**src/rtl/dm_lsm_seq.sv**
```systemverilog
// Load/store-multiple sequencer: turns one lmw/stmw request into one DM word access per cycle.
// Optional macro LSM_ALIGN_CHK_EN rejects misaligned requests with an align_err pulse.
module dm_lsm_seq #(
  parameter int ARCH_WIDTH     = 32,
  parameter int REG_ADDR_WIDTH = 5,
  parameter int DMBE_WIDTH     = 4
) (
  input  logic                      clk,
  input  logic                      rst,
  input  logic                      req_valid,
  input  logic                      req_load,
  input  logic [ARCH_WIDTH-1:0]     req_ea,
  input  logic [REG_ADDR_WIDTH-1:0] req_reg,
  output logic                      busy,
  output logic                      done,
  output logic                      align_err,
  output logic [REG_ADDR_WIDTH-1:0] gpr_raddr,
  input  logic [ARCH_WIDTH-1:0]     gpr_rdata,
  output logic                      gpr_we,
  output logic [REG_ADDR_WIDTH-1:0] gpr_waddr,
  output logic [ARCH_WIDTH-1:0]     gpr_wdata,
  output logic [ARCH_WIDTH-1:0]     dm_addr,
  output logic                      dm_wr,
  output logic [0:DMBE_WIDTH-1]     dm_be,
  output logic [ARCH_WIDTH-1:0]     dm_din,
  input  logic [ARCH_WIDTH-1:0]     dm_dout
);

  typedef enum logic [1:0] {S_IDLE, S_XFER, S_DRAIN} state_t;

  localparam logic [REG_ADDR_WIDTH-1:0] LAST_REG = {REG_ADDR_WIDTH{1'b1}};

  state_t                      r_state;
  state_t                      w_state_next;
  logic [ARCH_WIDTH-1:0]       r_ea;
  logic [REG_ADDR_WIDTH-1:0]   r_cur_reg;
  logic                        r_load;
  logic [ARCH_WIDTH-1:0]       r_data;
  logic [REG_ADDR_WIDTH-1:0]   r_wreg;
  logic                        r_wpend;
  logic                        w_misaligned;
  logic                        w_accept;
  logic                        w_last;

`ifdef LSM_ALIGN_CHK_EN
  assign w_misaligned = (req_ea[1:0] != 2'b00);
`else
  assign w_misaligned = 1'b0;
`endif

  assign w_accept = (r_state == S_IDLE) && req_valid && !w_misaligned;
  assign w_last   = (r_cur_reg == LAST_REG);

  // Writeback lags its DM read by one cycle, straight from the pending registers.
  assign gpr_we    = r_wpend;
  assign gpr_waddr = r_wreg;
  assign gpr_wdata = r_data;

  always_comb begin
    w_state_next = r_state;
    busy         = 1'b0;
    done         = 1'b0;
    align_err    = 1'b0;
    gpr_raddr    = '0;
    dm_addr      = '0;
    dm_wr        = 1'b0;
    dm_be        = '0;
    dm_din       = '0;
    case (r_state)
      S_IDLE: begin
        align_err = req_valid && w_misaligned;
        if (w_accept) w_state_next = S_XFER;
      end
      S_XFER: begin
        busy    = 1'b1;
        dm_addr = r_ea;
        if (!r_load) begin
          gpr_raddr = r_cur_reg;
          dm_din    = gpr_rdata;
          dm_wr     = 1'b1;
          dm_be     = '1;
        end
        if (w_last) begin
          if (r_load) begin
            w_state_next = S_DRAIN;
          end else begin
            done         = 1'b1;
            w_state_next = S_IDLE;
          end
        end
      end
      S_DRAIN: begin
        busy         = 1'b1;
        done         = 1'b1;
        w_state_next = S_IDLE;
      end
      default: w_state_next = S_IDLE;
    endcase
  end

  always_ff @(posedge clk) begin
    if (rst) begin
      r_state   <= S_IDLE;
      r_ea      <= '0;
      r_cur_reg <= '0;
      r_load    <= 1'b0;
      r_data    <= '0;
      r_wreg    <= '0;
      r_wpend   <= 1'b0;
    end else begin
      r_state <= w_state_next;
      case (r_state)
        S_IDLE: begin
          if (w_accept) begin
            // Low address bits are dropped so every accepted request is word aligned.
            r_ea      <= req_ea & ~ARCH_WIDTH'(3);
            r_cur_reg <= req_reg;
            r_load    <= req_load;
          end
        end
        S_XFER: begin
          r_ea      <= r_ea + ARCH_WIDTH'(4);
          r_cur_reg <= r_cur_reg + REG_ADDR_WIDTH'(1);
          if (r_load) begin
            r_data  <= dm_dout;
            r_wreg  <= r_cur_reg;
            r_wpend <= 1'b1;
          end else begin
            r_wpend <= 1'b0;
          end
        end
        S_DRAIN: r_wpend <= 1'b0;
        default: r_wpend <= 1'b0;
      endcase
    end
  end

endmodule

```
**config.mk**
```make
export PLATFORM = sky130hd
export DESIGN_NAME = dm_lsm_seq
export DESIGN_NICKNAME = d
export VERILOG_FILES = /design/src/rtl/dm_lsm_seq.sv
export SDC_FILE = /design/constraint.sdc
export NUM_CORES = 1
export LEC_CHECK = 0
export CAP_MARGIN = 20
export CORE_UTILIZATION = 41
export CTS_CLUSTER_SIZE = 25
export DETAILED_ROUTE_END_ITERATION = 6
export PLACE_DENSITY_LB_ADDON = 0.05
export SYNTH_ARGS = -nofsm -noshare
export SYNTH_HDL_FRONTEND = slang
export SYNTH_SLANG_ARGS = --single-unit
```
**constraint.sdc**
```tcl
create_clock -name clk -period 2.5 [get_ports clk]
set_input_delay 0.5 -clock clk [delete_from_list [all_inputs] [get_ports clk]]
set_output_delay 0.5 -clock clk [all_outputs]
set_load 0.05 [all_outputs]
```
=== Yosys cells after proc, flatten, opt, wreduce, memory -nomap -nowiden ===
Cells that the tools add are included.

* Add/sub/neg operators: 2
* Eq/ne operators: 5
* Multiplexer cells: 22
* Reductions and logical operators: 8

{| class="wikitable"
|+ Operator list
! kind !! number
|-
| 32-bit 2-to-1 mux || 4
|-
| 32-bit one-hot mux with 2 select lines || 1
|-
| 32-bit by 3-bit adder with 32-bit output (second input constant) || 1
|-
| 5-bit 2-to-1 mux || 3
|-
| 5-bit one-hot mux with 2 select lines || 1
|-
| 4-bit 2-to-1 mux || 2
|-
| 2-bit AND reduction || 4
|-
| 2-bit 2-to-1 mux || 3
|-
| 5-bit by 1-bit adder with 5-bit output (second input constant) || 1
|-
| 5-bit == test (second input constant) || 1
|-
| 1-bit 2-to-1 mux || 5
|-
| 2-bit != test (second input constant) || 2
|-
| 1-bit one-hot mux with 2 select lines || 2
|-
| 2-bit one-hot mux with 2 select lines || 1
|-
| 2-bit by 1-bit == test with 1-bit output (second input constant) || 1
|-
| 2-bit == test (second input constant) || 1
|-
| 2-bit zero test || 1
|-
| 2-bit nonzero test || 1
|-
| 2-bit OR reduction || 1
|-
| 1-bit logical AND || 1
|}

* Register bits: 78
* Input port bits: 105
* Output and inout port bits: 115
* Logic and storage cells: 44

=== Logic depth before layout (Yosys ltp) ===
* Word-level depth: 4
* Depth in mapped cells: 9
* Depth with buffers taken out: 6

=== Worst setup path after synthesis ===
Ideal clock, no wire load.

* Path type: register to output
* From: register r_state[1]
* To: output dm_din[25]
* Data arrival time: 2.138 ns
* Data required time: 2.000 ns
* Slack: -0.138 ns
* Cell stages (with the launch flop): 8
* Path buffers: 2
* Path through: dfxtp_1 -> inv_1 -> ha_1 -> clkbuf_1 -> inv_1 -> nor2_1 -> clkbuf_1 -> and2_1

* Cells in the longest elaborated chain, start to end: 2

{| class="wikitable"
|+ Ends and longest elaborated chain
! element !! RTL line !! source
|-
| from (decl) || 33 || <nowiki>state_t r_state;</nowiki>
|-
| from (signal assigned) || 111 || <nowiki>r_state <= w_state_next;</nowiki>
|-
| 2-bit by 1-bit == test with 1-bit output || 69 || <nowiki>case (r_state)</nowiki>
|-
| 32-bit 2-to-1 mux || 69 ||
|-
| to (decl) || 25 || <nowiki>output logic [ARCH_WIDTH-1:0] dm_din,</nowiki>
|}

Every way passes these cells.

=== Final worst setup path ===
* From: register r_state[1]
* To: output busy

* Cells in the longest elaborated chain, start to end: 3
* Elaborated cells on any way between the ends: 4
* Those cells by class: eq/ne (2); mux (1); reduce/logical (1)

{| class="wikitable"
|+ Ends and longest elaborated chain
! element !! RTL line !! source
|-
| 2-bit by 1-bit == test with 1-bit output or 2-bit == test (tied branches) || 69 ||
|-
| 2-bit OR reduction (no line) (*) || -- ||
|-
| 1-bit 2-to-1 mux (*) || 69 ||
|-
| to (decl) || 14 || <nowiki>output logic busy,</nowiki>
|}

Mark *: on every way between the ends. The rest lies on a longest branch, timed or not.

==> flow_summary.toml <==
[critical_path]
crit_cells = 3
worst_setup_path_end_kind = "primary output"
cp_cell_sequence = "inv_1 -> ha_1 -> clkdlybuf4s50_1"
reg2reg_to = "r_ea[22]$_SDFFE_PP0P_"
cp-endpoint = "busy"
cp_max_fo = 3
startpoint = "r_state[1]$_SDFFE_PP0P_"
crit_buf_inv = 2
critPathLaunchType = "register"
critical_path_class = "reg -> out"
critPathSlowestCell = "clkdlybuf4s50_1"
critical_path_arrival_ps = 1910
slowest_delay_ps = 830
rr_startpoint = "r_ea[6]$_SDFFE_PP0P_"
crit_required_ps = 2000
ff2ff_path_depth = 5
reg2reg_slack_ps = 400
cp_top_family = "buffers and inverters"

[drt]
finalWirelength_mm = 14.8
drt_pass1_iterations = 4
dr_total_vias = 5003
drc = 0
antenna_left = 0
wl_per_cell_um = 16.1
drt-initial-drc-count = 308
viasPerCell = 5.43

[timing]
final-max-slew-violation-count = 0
worst_pin_slew_ps = 612
fin_setup_tns_ps = 0
fmax_mhz = 414
rsz0062_at_grt = "no"
slew_headroom_pct = 59.2
setup_violations = 0
layout_min_cycle_time_ps = 2410
period_share_pct = 96.5
hold_violations = 0
worst_slack_ps = 86.3
clock_skew_ps = 10.6

[yosys]
synth_cell_types = 50
synth_xor_area_share_pct = 0
synth_top_family_by_area = "simple AND/OR/NAND/NOR gates"
synth_seq_cells = 76
synth_compound_area_share_pct = 20.7
synth_async_sr_flop_share_pct = 0
synth.area.top_cells = "dfxtp_1 35%, nand2_1 9.0%, and2_1 8.4%"
synthSimpleGateAreaFrac_pct = 34.6
yosysTopAreaCell = "dfxtp_1"
avgSynthCellArea_um2 = 7.38
synth-seq-area-share_pct = 35.3
synth_top_area_share_pct = 35.3
synthCells = 585
syn_area_um2 = 4320
synth_edf_count = 0
synth_fa_ha_area_share_pct = 1.74
yosysWarnings = 0
synth_top_flop_cell = "dfxtp_1"
muxShareOfSynthArea_pct = 1.42

[clocking]
clock-sinks = 76
h-tree-depth = 3
clkLatencyLatePin_ps = 370
clk_pin_slew_ps = 90
cts_setup_buffers = 0
hold_buffers = 0
post_cts_resized = 1
cts_inserted_buffers = 9
clockBufferDepth = 2
cts_tree = "done"
root_buffer = "clkbuf_8"

[floorplan]
row_count = 37
ioPinCount = 220
die_w_um = 105
dieArea_um2 = 10900
fp.dieH_um = 105
core_area_um2 = 10300
start_util_pct = 42.0

[finish]
area_growth_pct = 74.1
drive_gt1_share_pct = 16.1
final_area_um2 = 7510
layout.nets = 891
diodes = 0
fillers = 787
largest_reg_flops = 32

[pwr]
leakage_nw = 2.74
ir_drop_mv = 0.429
power_density_nw_per_um2 = 464

[placed_design]
port_buffers = 214
place.gp.congestion = 0.884
dpl.hpwl_mm = 11.0
place_area_um2 = 7330
post-place-ws_ps = 294

[grt]
grt_max_degree = 72
grt_pass1_wl_mm = 23.9
grt_use_total_pct = 27.0
gr-total-overflow = 0
grt_pass1_vias = 4683
antenna_found_initial = 0

[hold_path]
hp-class = "reg -> reg"

[outcome]
status = "finished, final reports clean"

[job]
maxCapViolCount = 0
[layout make-up]
class                      count  area (µm²)  area share (%)
clock buffer                   9         124            1.65
inverter                      15        56.3           0.749
tap                          136         170            2.26
clock inverter                 7        57.6           0.766
timing repair buffer         231        3030            40.4
multi-input combinational    447        2550            34.0
sequential                    76        1520            20.2
[per-stage QoR]
stage / std cells / utilization (%) / power (mW) / hold slack (ps)
2_1_floorplan: 587 / - / 2.02 / 458
3_3_place_gp: 905 / 71.3 / 2.59 / 441
3_5_place_dp: 905 / 71.3 / 2.62 / 446
4_1_cts: 921 / 73.1 / 3.49 / 458
5_1_grt: 921 / 73.1 / 3.63 / 475
6_report: 921 / 73.1 / 3.48 / 457
[where the power goes]
| group | switching (mW) | internal (mW) | leakage (nW) | total [mW] |
|---|---|---|---|---|
| logic | 0.645 | 0.572 | 2.03 | 1.22 |
| registers | 0.0948 | 1.28 | 0.620 | 1.38 |
| clock network | 0.515 | 0.375 | 0.0886 | 0.891 |
[worst min-delay path, cell delays in order, from the launching register on]
cell and delay, ps:
dfxtp_1 320, nand2_1 50, a21oi_1 50
[worst min path at each step]
stage	start	end	depth (start not counted)
2_1_floorplan	r_cur_reg[4]$_SDFFE_PP0P_	gpr_waddr[4]$_SDFFE_PP0N_	2
3_3_place_gp	gpr_wdata[19]$_SDFFE_PP0N_	gpr_wdata[19]$_SDFFE_PP0N_	2
3_5_place_dp	gpr_wdata[30]$_SDFFE_PP0N_	gpr_wdata[30]$_SDFFE_PP0N_	2
4_1_cts	gpr_wdata[30]$_SDFFE_PP0N_	gpr_wdata[30]$_SDFFE_PP0N_	2
5_1_grt	gpr_wdata[3]$_SDFFE_PP0N_	gpr_wdata[3]$_SDFFE_PP0N_	2
6_report	gpr_wdata[30]$_SDFFE_PP0N_	gpr_wdata[30]$_SDFFE_PP0N_	2
[cells in the final DEF (no fill, tap or decap), types with 4 or more instances in the layout]
cell type	count
nand3_1	19
a21oi_1	67
ha_1	4
nand2b_1	5
a211oi_1	7
nand4_1	9
buf_4	14
a31oi_1	9
o32ai_1	5
nor2_1	28
a31o_2	4
a21o_1	7
o21ai_0	20
and4_1	5
and3_1	12
inv_1	15
nor4_1	9
clkdlybuf4s50_1	140
dfxtp_1	76
clkbuf_8	9
mux2i_1	4
nor2b_1	10
a22oi_1	4
nand2_1	103
nor3_1	11
buf_12	76
and2_1	58
[synth_stat cells (4+ instances only)]
library cell,number
nor2b_1,11
nand3_1,19
ha_1,6
and3_1,12
nand2_1,103
nand4_1,9
a21o_1,7
a31o_2,4
buf_4,7
dfxtp_1,76
o32ai_1,5
nand2b_1,5
nor4_1,9
and2_1,58
nor3_1,12
a31oi_1,9
nor2_1,29
clkbuf_1,37
mux2i_1,5
a22oi_1,4
a211oi_1,7
o21ai_0,20
and4_1,5
a21oi_1,67
inv_1,15
[per-layer routing]
metal / vias up / GRT usage, % / wire length, µm
met3: 33 / 4.80 / 956
li1: 2431 / - / -
met2: 218 / 46.8 / 7440
met5: - / 0 / 0
met4: 0 / 10.3 / 411
met1: 2321 / 33.1 / 6000
[kinds of logic (layout without fill, tap and decap cells)]
logic type	Yosys count	count (layout)
mux	6	6
buf+inv	64	262
other cells	1	3
simple gates	287	287
flops	76	76
fa+ha+maj	6	6
compound gates	145	145
Power figures use the tool's default switching activity.
